===== src/rtl/avaliacao_pkg.sv =====
// rtl/avaliacao_pkg.sv - shared FSM states, popcount helper and hex glyph table
package avaliacao_pkg;

    typedef enum logic [1:0] {IDLE, CALC, DECIDE} state_t;

    // Segment order a..g, a in the MSB, active high
    localparam logic [6:0] SEG_HEX [16] = '{
        7'b1111110, 7'b0110000, 7'b1101101, 7'b1111001,
        7'b0110011, 7'b1011011, 7'b1011111, 7'b1110000,
        7'b1111111, 7'b1111011, 7'b1110111, 7'b0011111,
        7'b1001110, 7'b0111101, 7'b1001111, 7'b1000111
    };

    function automatic logic [5:0] popcount(input logic [31:0] v);
        popcount = '0;
        for (int i = 0; i < 32; i++) begin
            popcount = popcount + 6'(v[i]);
        end
    endfunction

endpackage


===== src/rtl/avaliador_niveis_if.sv =====
// rtl/avaliador_niveis_if.sv - test-word handshake, load and level display bundle
interface avaliador_niveis_if #(
    parameter int N_BITS = 4,
    parameter int LW     = 2
);
    logic [N_BITS-1:0] p;
    logic              p_valid;
    logic              p_ready;
    logic              carga;
    logic [LW-1:0]     nivel_init;
    logic [LW-1:0]     nivel;
    logic              nivel_valid;
    logic              seg_a, seg_b, seg_c, seg_d, seg_e, seg_f, seg_g;

    modport slave (
        input  p, p_valid, carga, nivel_init,
        output p_ready, nivel, nivel_valid,
        output seg_a, seg_b, seg_c, seg_d, seg_e, seg_f, seg_g
    );

    modport master (
        output p, p_valid, carga, nivel_init,
        input  p_ready, nivel, nivel_valid,
        input  seg_a, seg_b, seg_c, seg_d, seg_e, seg_f, seg_g
    );
endinterface


===== src/rtl/decod_7seg.sv =====
// rtl/decod_7seg.sv - combinational hex digit to a..g segment decoder
module decod_7seg
    import avaliacao_pkg::*;
(
    input  logic [3:0] digit,
    output logic [6:0] seg
);
    assign seg = SEG_HEX[digit];
endmodule


===== src/rtl/avaliador_niveis.sv =====
// rtl/avaliador_niveis.sv - popcount level evaluator with registered hex display
// Optional AVALIADOR_ESTATISTICA_EN adds saturating promotion/demotion counters.
module avaliador_niveis
    import avaliacao_pkg::*;
#(
    parameter int N_BITS         = 4,
    parameter int NUM_NIVEIS     = 4,
    parameter int LIMIAR_PROMO   = 3,
    parameter int LIMIAR_REBAIXA = 1,
    parameter int CONSEC         = 2
) (
    input  logic clk,
    input  logic rst_n,
    avaliador_niveis_if.slave bus
`ifdef AVALIADOR_ESTATISTICA_EN
    ,
    output logic [7:0] n_promo,
    output logic [7:0] n_rebaixa
`endif
);
    localparam int LW = (NUM_NIVEIS <= 2) ? 1 : $clog2(NUM_NIVEIS);
    localparam int SW = $clog2(N_BITS + 1);
    localparam int CW = (CONSEC <= 2) ? 1 : $clog2(CONSEC);
    localparam logic [LW-1:0] NIVEL_MAX = LW'(NUM_NIVEIS - 1);
    localparam logic [SW-1:0] S_PROMO   = SW'(LIMIAR_PROMO);
    localparam logic [SW-1:0] S_REBAIXA = SW'(LIMIAR_REBAIXA);
    localparam logic [CW-1:0] CNT_LAST  = CW'(CONSEC - 1);

    state_t            state, state_next;
    logic [N_BITS-1:0] p_reg;
    logic [SW-1:0]     score;
    logic [LW-1:0]     nivel_q, nivel_next;
    logic [CW-1:0]     promo_cnt, promo_next;
    logic [6:0]        seg_q, seg_dec;
    logic              valid_q, upd, do_promo, do_rebaixa, load, transfer;

    always_ff @(posedge clk or negedge rst_n) begin
        if (!rst_n) state <= IDLE;
        else        state <= state_next;
    end

    always_comb begin
        state_next = state;
        case (state)
            IDLE:    if (transfer) state_next = CALC;
            CALC:    state_next = DECIDE;
            DECIDE:  state_next = IDLE;
            default: state_next = IDLE;
        endcase
    end

    // The load strobe pre-empts the handshake, so p_ready drops with carga.
    always_comb begin
        bus.p_ready = (state == IDLE) && !bus.carga;
        load        = (state == IDLE) && bus.carga;
        transfer    = (state == IDLE) && !bus.carga && bus.p_valid;
    end

    always_comb begin
        nivel_next = nivel_q;
        promo_next = promo_cnt;
        upd        = 1'b0;
        do_promo   = 1'b0;
        do_rebaixa = 1'b0;
        if (load) begin
            nivel_next = (bus.nivel_init > NIVEL_MAX) ? NIVEL_MAX : bus.nivel_init;
            promo_next = '0;
            upd        = 1'b1;
        end else if (state == DECIDE) begin
            upd = 1'b1;
            if (score <= S_REBAIXA) begin
                promo_next = '0;
                if (nivel_q != '0) begin
                    nivel_next = nivel_q - 1'b1;
                    do_rebaixa = 1'b1;
                end
            end else if (score >= S_PROMO) begin
                if (promo_cnt == CNT_LAST) begin
                    promo_next = '0;
                    if (nivel_q != NIVEL_MAX) begin
                        nivel_next = nivel_q + 1'b1;
                        do_promo   = 1'b1;
                    end
                end else begin
                    promo_next = promo_cnt + 1'b1;
                end
            end else begin
                promo_next = '0;
            end
        end
    end

    decod_7seg u_decod (
        .digit(4'(nivel_next)),
        .seg  (seg_dec)
    );

    always_ff @(posedge clk or negedge rst_n) begin
        if (!rst_n) begin
            p_reg     <= '0;
            score     <= '0;
            nivel_q   <= '0;
            promo_cnt <= '0;
            valid_q   <= 1'b0;
            seg_q     <= SEG_HEX[0];
        end else begin
            if (transfer) p_reg <= bus.p;
            if (state == CALC) score <= SW'(popcount(32'(p_reg)));
            nivel_q   <= nivel_next;
            promo_cnt <= promo_next;
            valid_q   <= upd;
            seg_q     <= seg_dec;
        end
    end

`ifdef AVALIADOR_ESTATISTICA_EN
    always_ff @(posedge clk or negedge rst_n) begin
        if (!rst_n) begin
            n_promo   <= '0;
            n_rebaixa <= '0;
        end else begin
            if (do_promo && n_promo != 8'hFF)     n_promo   <= n_promo + 8'd1;
            if (do_rebaixa && n_rebaixa != 8'hFF) n_rebaixa <= n_rebaixa + 8'd1;
        end
    end
`endif

    assign bus.nivel       = nivel_q;
    assign bus.nivel_valid = valid_q;
    assign {bus.seg_a, bus.seg_b, bus.seg_c, bus.seg_d,
            bus.seg_e, bus.seg_f, bus.seg_g} = seg_q;

endmodule

===== src/flat_wrapper.sv =====
// flat-port wrapper written by rule: the top's interface ports become plain ports
module avaliador_niveis_flat import avaliacao_pkg::*;
#(
    parameter int N_BITS         = 4,
    parameter int NUM_NIVEIS     = 4,
    parameter int LIMIAR_PROMO   = 3,
    parameter int LIMIAR_REBAIXA = 1,
    parameter int CONSEC         = 2
)
  (clk, rst_n, bus_p, bus_p_valid, bus_carga, bus_nivel_init, bus_p_ready, bus_nivel, bus_nivel_valid, bus_seg_a, bus_seg_b, bus_seg_c, bus_seg_d, bus_seg_e, bus_seg_f, bus_seg_g);
  avaliador_niveis_if #(.N_BITS(N_BITS)) bus_i ();
  input  logic clk;
  input  logic rst_n;
  input wire logic [$bits(bus_i.p)-1:0] bus_p;
  input wire logic [$bits(bus_i.p_valid)-1:0] bus_p_valid;
  input wire logic [$bits(bus_i.carga)-1:0] bus_carga;
  input wire logic [$bits(bus_i.nivel_init)-1:0] bus_nivel_init;
  output wire logic [$bits(bus_i.p_ready)-1:0] bus_p_ready;
  output wire logic [$bits(bus_i.nivel)-1:0] bus_nivel;
  output wire logic [$bits(bus_i.nivel_valid)-1:0] bus_nivel_valid;
  output wire logic [$bits(bus_i.seg_a)-1:0] bus_seg_a;
  output wire logic [$bits(bus_i.seg_b)-1:0] bus_seg_b;
  output wire logic [$bits(bus_i.seg_c)-1:0] bus_seg_c;
  output wire logic [$bits(bus_i.seg_d)-1:0] bus_seg_d;
  output wire logic [$bits(bus_i.seg_e)-1:0] bus_seg_e;
  output wire logic [$bits(bus_i.seg_f)-1:0] bus_seg_f;
  output wire logic [$bits(bus_i.seg_g)-1:0] bus_seg_g;
  assign bus_i.p = bus_p;
  assign bus_i.p_valid = bus_p_valid;
  assign bus_i.carga = bus_carga;
  assign bus_i.nivel_init = bus_nivel_init;
  assign bus_p_ready = bus_i.p_ready;
  assign bus_nivel = bus_i.nivel;
  assign bus_nivel_valid = bus_i.nivel_valid;
  assign bus_seg_a = bus_i.seg_a;
  assign bus_seg_b = bus_i.seg_b;
  assign bus_seg_c = bus_i.seg_c;
  assign bus_seg_d = bus_i.seg_d;
  assign bus_seg_e = bus_i.seg_e;
  assign bus_seg_f = bus_i.seg_f;
  assign bus_seg_g = bus_i.seg_g;
  avaliador_niveis #(.N_BITS(N_BITS), .NUM_NIVEIS(NUM_NIVEIS), .LIMIAR_PROMO(LIMIAR_PROMO), .LIMIAR_REBAIXA(LIMIAR_REBAIXA), .CONSEC(CONSEC)) u_core (.clk(clk), .rst_n(rst_n), .bus(bus_i));
endmodule

===== config.mk =====
export PLATFORM = sky130hd
export DESIGN_NAME = avaliador_niveis_flat
export DESIGN_NICKNAME = d
export VERILOG_FILES = /design/src/rtl/avaliacao_pkg.sv /design/src/rtl/avaliador_niveis_if.sv /design/src/rtl/decod_7seg.sv /design/src/rtl/avaliador_niveis.sv /design/src/flat_wrapper.sv
export SDC_FILE = /design/constraint.sdc
export NUM_CORES = 1
export LEC_CHECK = 0
export BUFFER_PORTS_ARGS = -buffer_cell sky130_fd_sc_hd__buf_2
export CELL_PAD_IN_SITES_DETAIL_PLACEMENT = 0
export CELL_PAD_IN_SITES_GLOBAL_PLACEMENT = 1
export CORE_MARGIN = 2
export CORE_UTILIZATION = 25
export CTS_CLUSTER_SIZE = 24
export DETAILED_ROUTE_END_ITERATION = 12
export PLACE_DENSITY_LB_ADDON = 0.12
export SKIP_CTS_REPAIR_TIMING = 1
export SLEW_MARGIN = 20
export SYNTH_ARGS = -nofsm -noshare
export SYNTH_HDL_FRONTEND = slang
export SYNTH_HIERARCHICAL = 1
export SYNTH_SLANG_ARGS = --single-unit

===== constraint.sdc =====
create_clock -name clk -period 2.7 [get_ports clk]
set_input_delay 0.54 -clock clk [delete_from_list [all_inputs] [get_ports clk]]
set_output_delay 0.54 -clock clk [all_outputs]
set_load 0.02 [all_outputs]

==> results.py <==
metrics = {
    "synth": {
        "ys_warn_count": 6,
        "synth_mux_area_share_pct": 11.61,
        "synth-seq-cells": 20,
        "syn_area_per_cell_sq_um": 11.68,
        "yosysSeqAreaShare_pct": 45.77,
        "synth_area_leaders": "dfrtp_1, dfstp_2, ha_1",
        "synthXorXnorAreaFrac_pct": 0,
        "synth_top_family_by_area": "simple AND/OR/NAND/NOR gates",
        "syn_inst": 95,
        "netlist.area_leader.share_pct": 31.57,
        "synthAdderAreaFrac_pct": 11.95,
        "synth.distinct_cells": 35,
        "syn_area_sq_um": 1110,
        "yosysTopAreaCell": "dfrtp_1",
        "synth_compound_area_share_pct": 11.05,
        "synthSimpleGateAreaFrac_pct": 13.42,
    },
    "die": {
        "fp.dieH_um": 70.63,
        "rows": 24,
        "core_area_sq_um": 4324,
        "pin_count": 21,
        "die_area_sq_um": 4988,
        "die_w_um": 70.63,
        "start_util_pct": 25.67,
    },
    "final_layout": {
        "syn_to_final_growth_pct": 21.87,
        "largest_register_ffs": 7,
        "drive_above_1_share_pct": 34.68,
        "layout_common_cells": "buf_2, dfrtp_1, inv_1",
        "antennaDiodeCount": 0,
        "nets": 145,
        "final.fill_count": 471,
        "final_common_cell": "buf_2",
    },
    "critical_path": {
        "critPathMaxStageDelay_ns": 0.48,
        "worst_setup_path_end_kind": "register",
        "crit_chain": "nor4b_4, a311oi_1, a211o_1, o21ai_2, ha_1, inv_1, mux4_1",
        "cpMaxStageDelayCell": "mux4_1",
        "crit_arrival_ns": 2.48,
        "startpoint_type": "register",
        "critPathKind": "reg -> reg",
        "cp_max_fo": 6,
        "cp_data_required_time_ns": 2.87,
    },
    "detailed_routing": {
        "drtPass1Iterations": 4,
        "drt_iter0_markers": 30,
        "ant_nets": 0,
        "wl_met3_um": 82,
        "wirelength_mm": 1.974,
        "drc": 0,
        "viasPerCell": 4.222,
        "top_layer_used": "met4",
        "wire_per_inst_um": 11.22,
        "met1_length_um": 871,
        "wl_met2_mm": 1.003,
        "routed-via-count": 743,
    },
    "cts": {
        "cts_buffers": 3,
        "clockBufferDepth": 2,
        "cts_sinks": 20,
        "tritoncts": "done",
        "h-tree-depth": 1,
        "cts_root_buf": "clkbuf_8",
        "clkLatencyLatePin_ns": 0.25,
        "clk_pin_slew_ns": 0.08,
    },
    "global_route": {
        "antenna_found_initial": 0,
        "grt_max_degree": 21,
        "grt_pass1_wl_mm": 3.436,
        "grt_pass1_vias": 768,
        "grt_usage_pct": 8.689,
        "grt-ovfl-total": 0,
    },
    "placed_design": {
        "place.gp.congestion": 0.7230,
        "place_hpwl_mm": 1.559,
        "port_buffers": 20,
    },
    "power_and_ir_drop": {
        "power_density_nw_per_um2": 758.6,
        "vdd_drop_max_uv": 169.5,
        "leakage_uw": 0.0006402,
        "total_power_uw": 1026,
    },
    "timing": {
        "fin_crit_sh_pct": 85.48,
        "setup_violations": 0,
        "post-route-min-period_ns": 2.308,
        "hold_viol_final": 0,
        "final_max_slew_viol_count": 0,
        "clock_skew_ns": 0.0005899,
        "fmax_ghz": 0.4333,
        "tns_ns": 0,
        "rsz0062_at_grt": "false",
    },
    "flow_run": {
        "drv_cap": 0,
    },
    "run_status": {
        "status": "finished clean",
    },
    "min_path": {
        "hold_class": "in -> async",
    },
}
cell usage after synthesis, drive strengths merged:
cell	n
nor3	3
or2b	1
mux2i	2
buf	3
ha	9
and2	1
nor3b	1
mux2	7
o31a	1
a311oi	1
nor4b	1
nand3b	1
o31ai	1
dfrtp	14
nor2	2
a31o	1
nand4	1
nand2	6
fa	1
mux4	1
dfstp	6
a211o	1
conb	1
nand2b	1
nor2b	5
o32a	1
inv	10
o21ai	4
a21oi	6
a21o	2
routing by layer:
layer / track usage [%] / vias up
met2: 14.88 / 8
li1: - / 374
met5: 0 / -
met4: 3.774 / 0
met1: 10.12 / 359
met3: 2.564 / 2
final timing paths:
kind                       slack (ns)                   startpoint  cells past startpoint                           to
min                              0.22                        rst_n                      1  u_core/p_reg[1]$_DFFE_PN0P_
min reg2reg                      0.52  u_core/p_reg[2]$_DFFE_PN0P_                      1  u_core/p_reg[2]$_DFFE_PN0P_
max reg2reg                      0.39  u_core/state[0]$_DFFE_PN0P_                      7    u_core/seg_q[3]$_DFF_PN1_
max in group asynchronous        2.14                        rst_n                      1    u_core/seg_q[1]$_DFF_PN1_
max                              0.39  u_core/state[0]$_DFFE_PN0P_                      7    u_core/seg_q[3]$_DFF_PN1_
min in group clk                 0.49                     bus_p[1]                      3  u_core/p_reg[1]$_DFFE_PN0P_
worst max-delay path: cells and delay by family (launching register included):
| kind | cells | cell delay, ns |
|---|---|---|
| AND/OR/NAND/NOR | 1 | 0.35 |
| flip-flops | 1 | 0.47 |
| adder cells (fa/ha/maj) | 1 | 0.29 |
| buffers and inverters | 1 | 0.05 |
| multiplexers | 1 | 0.48 |
| AO/OA/AOI/OAI | 3 | 0.60 |
through the flow:
step | hold slack [ns] | cells | instance area, sq um | utilization [%] | worst slack, ns
2_1_floorplan | 0.2444 | 102 | 1136 | - | 0.4905
3_3_place_gp | 0.5010 | 172 | 1281 | 29.63 | 0.3864
3_5_place_dp | 0.5137 | 172 | 1281 | 29.63 | 0.3815
4_1_cts | 0.2395 | 176 | 1353 | 31.28 | 0.3691
5_1_grt | 0.2510 | 176 | 1353 | 31.28 | 0.2312
6_report | 0.2220 | 176 | 1353 | 31.28 | 0.3920
report_power, final:
| group | switching, uW | internal, uW |
|---|---|---|
| clock | 99.2 | 198 |
| sequential | 45.5 | 377 |
| combinational | 168 | 139 |
| total | 313 | 713 |
final cells by class:
| type | count | area [sq um] | share of cell area, % |
|---|---|---|---|
| clock inverter | 1 | 30.03 | 2.220 |
| inverter | 10 | 37.54 | 2.775 |
| multi-input combinational | 69 | 563.0 | 41.63 |
| timing repair buffer | 21 | 107.6 | 7.956 |
| tap | 52 | 65.06 | 4.810 |
| sequential | 20 | 508.0 | 37.56 |
| clock buffer | 3 | 41.29 | 3.053 |
logic make-up after synthesis:
group                    count (synthesis)
AND/OR/NAND/NOR                         23
flip-flops                              20
AO/OA/AOI/OAI                           18
buffers and inverters                   13
multiplexers                            10
adder cells (fa/ha/maj)                 10
other                                    1
Power figures use the tool's default switching activity.
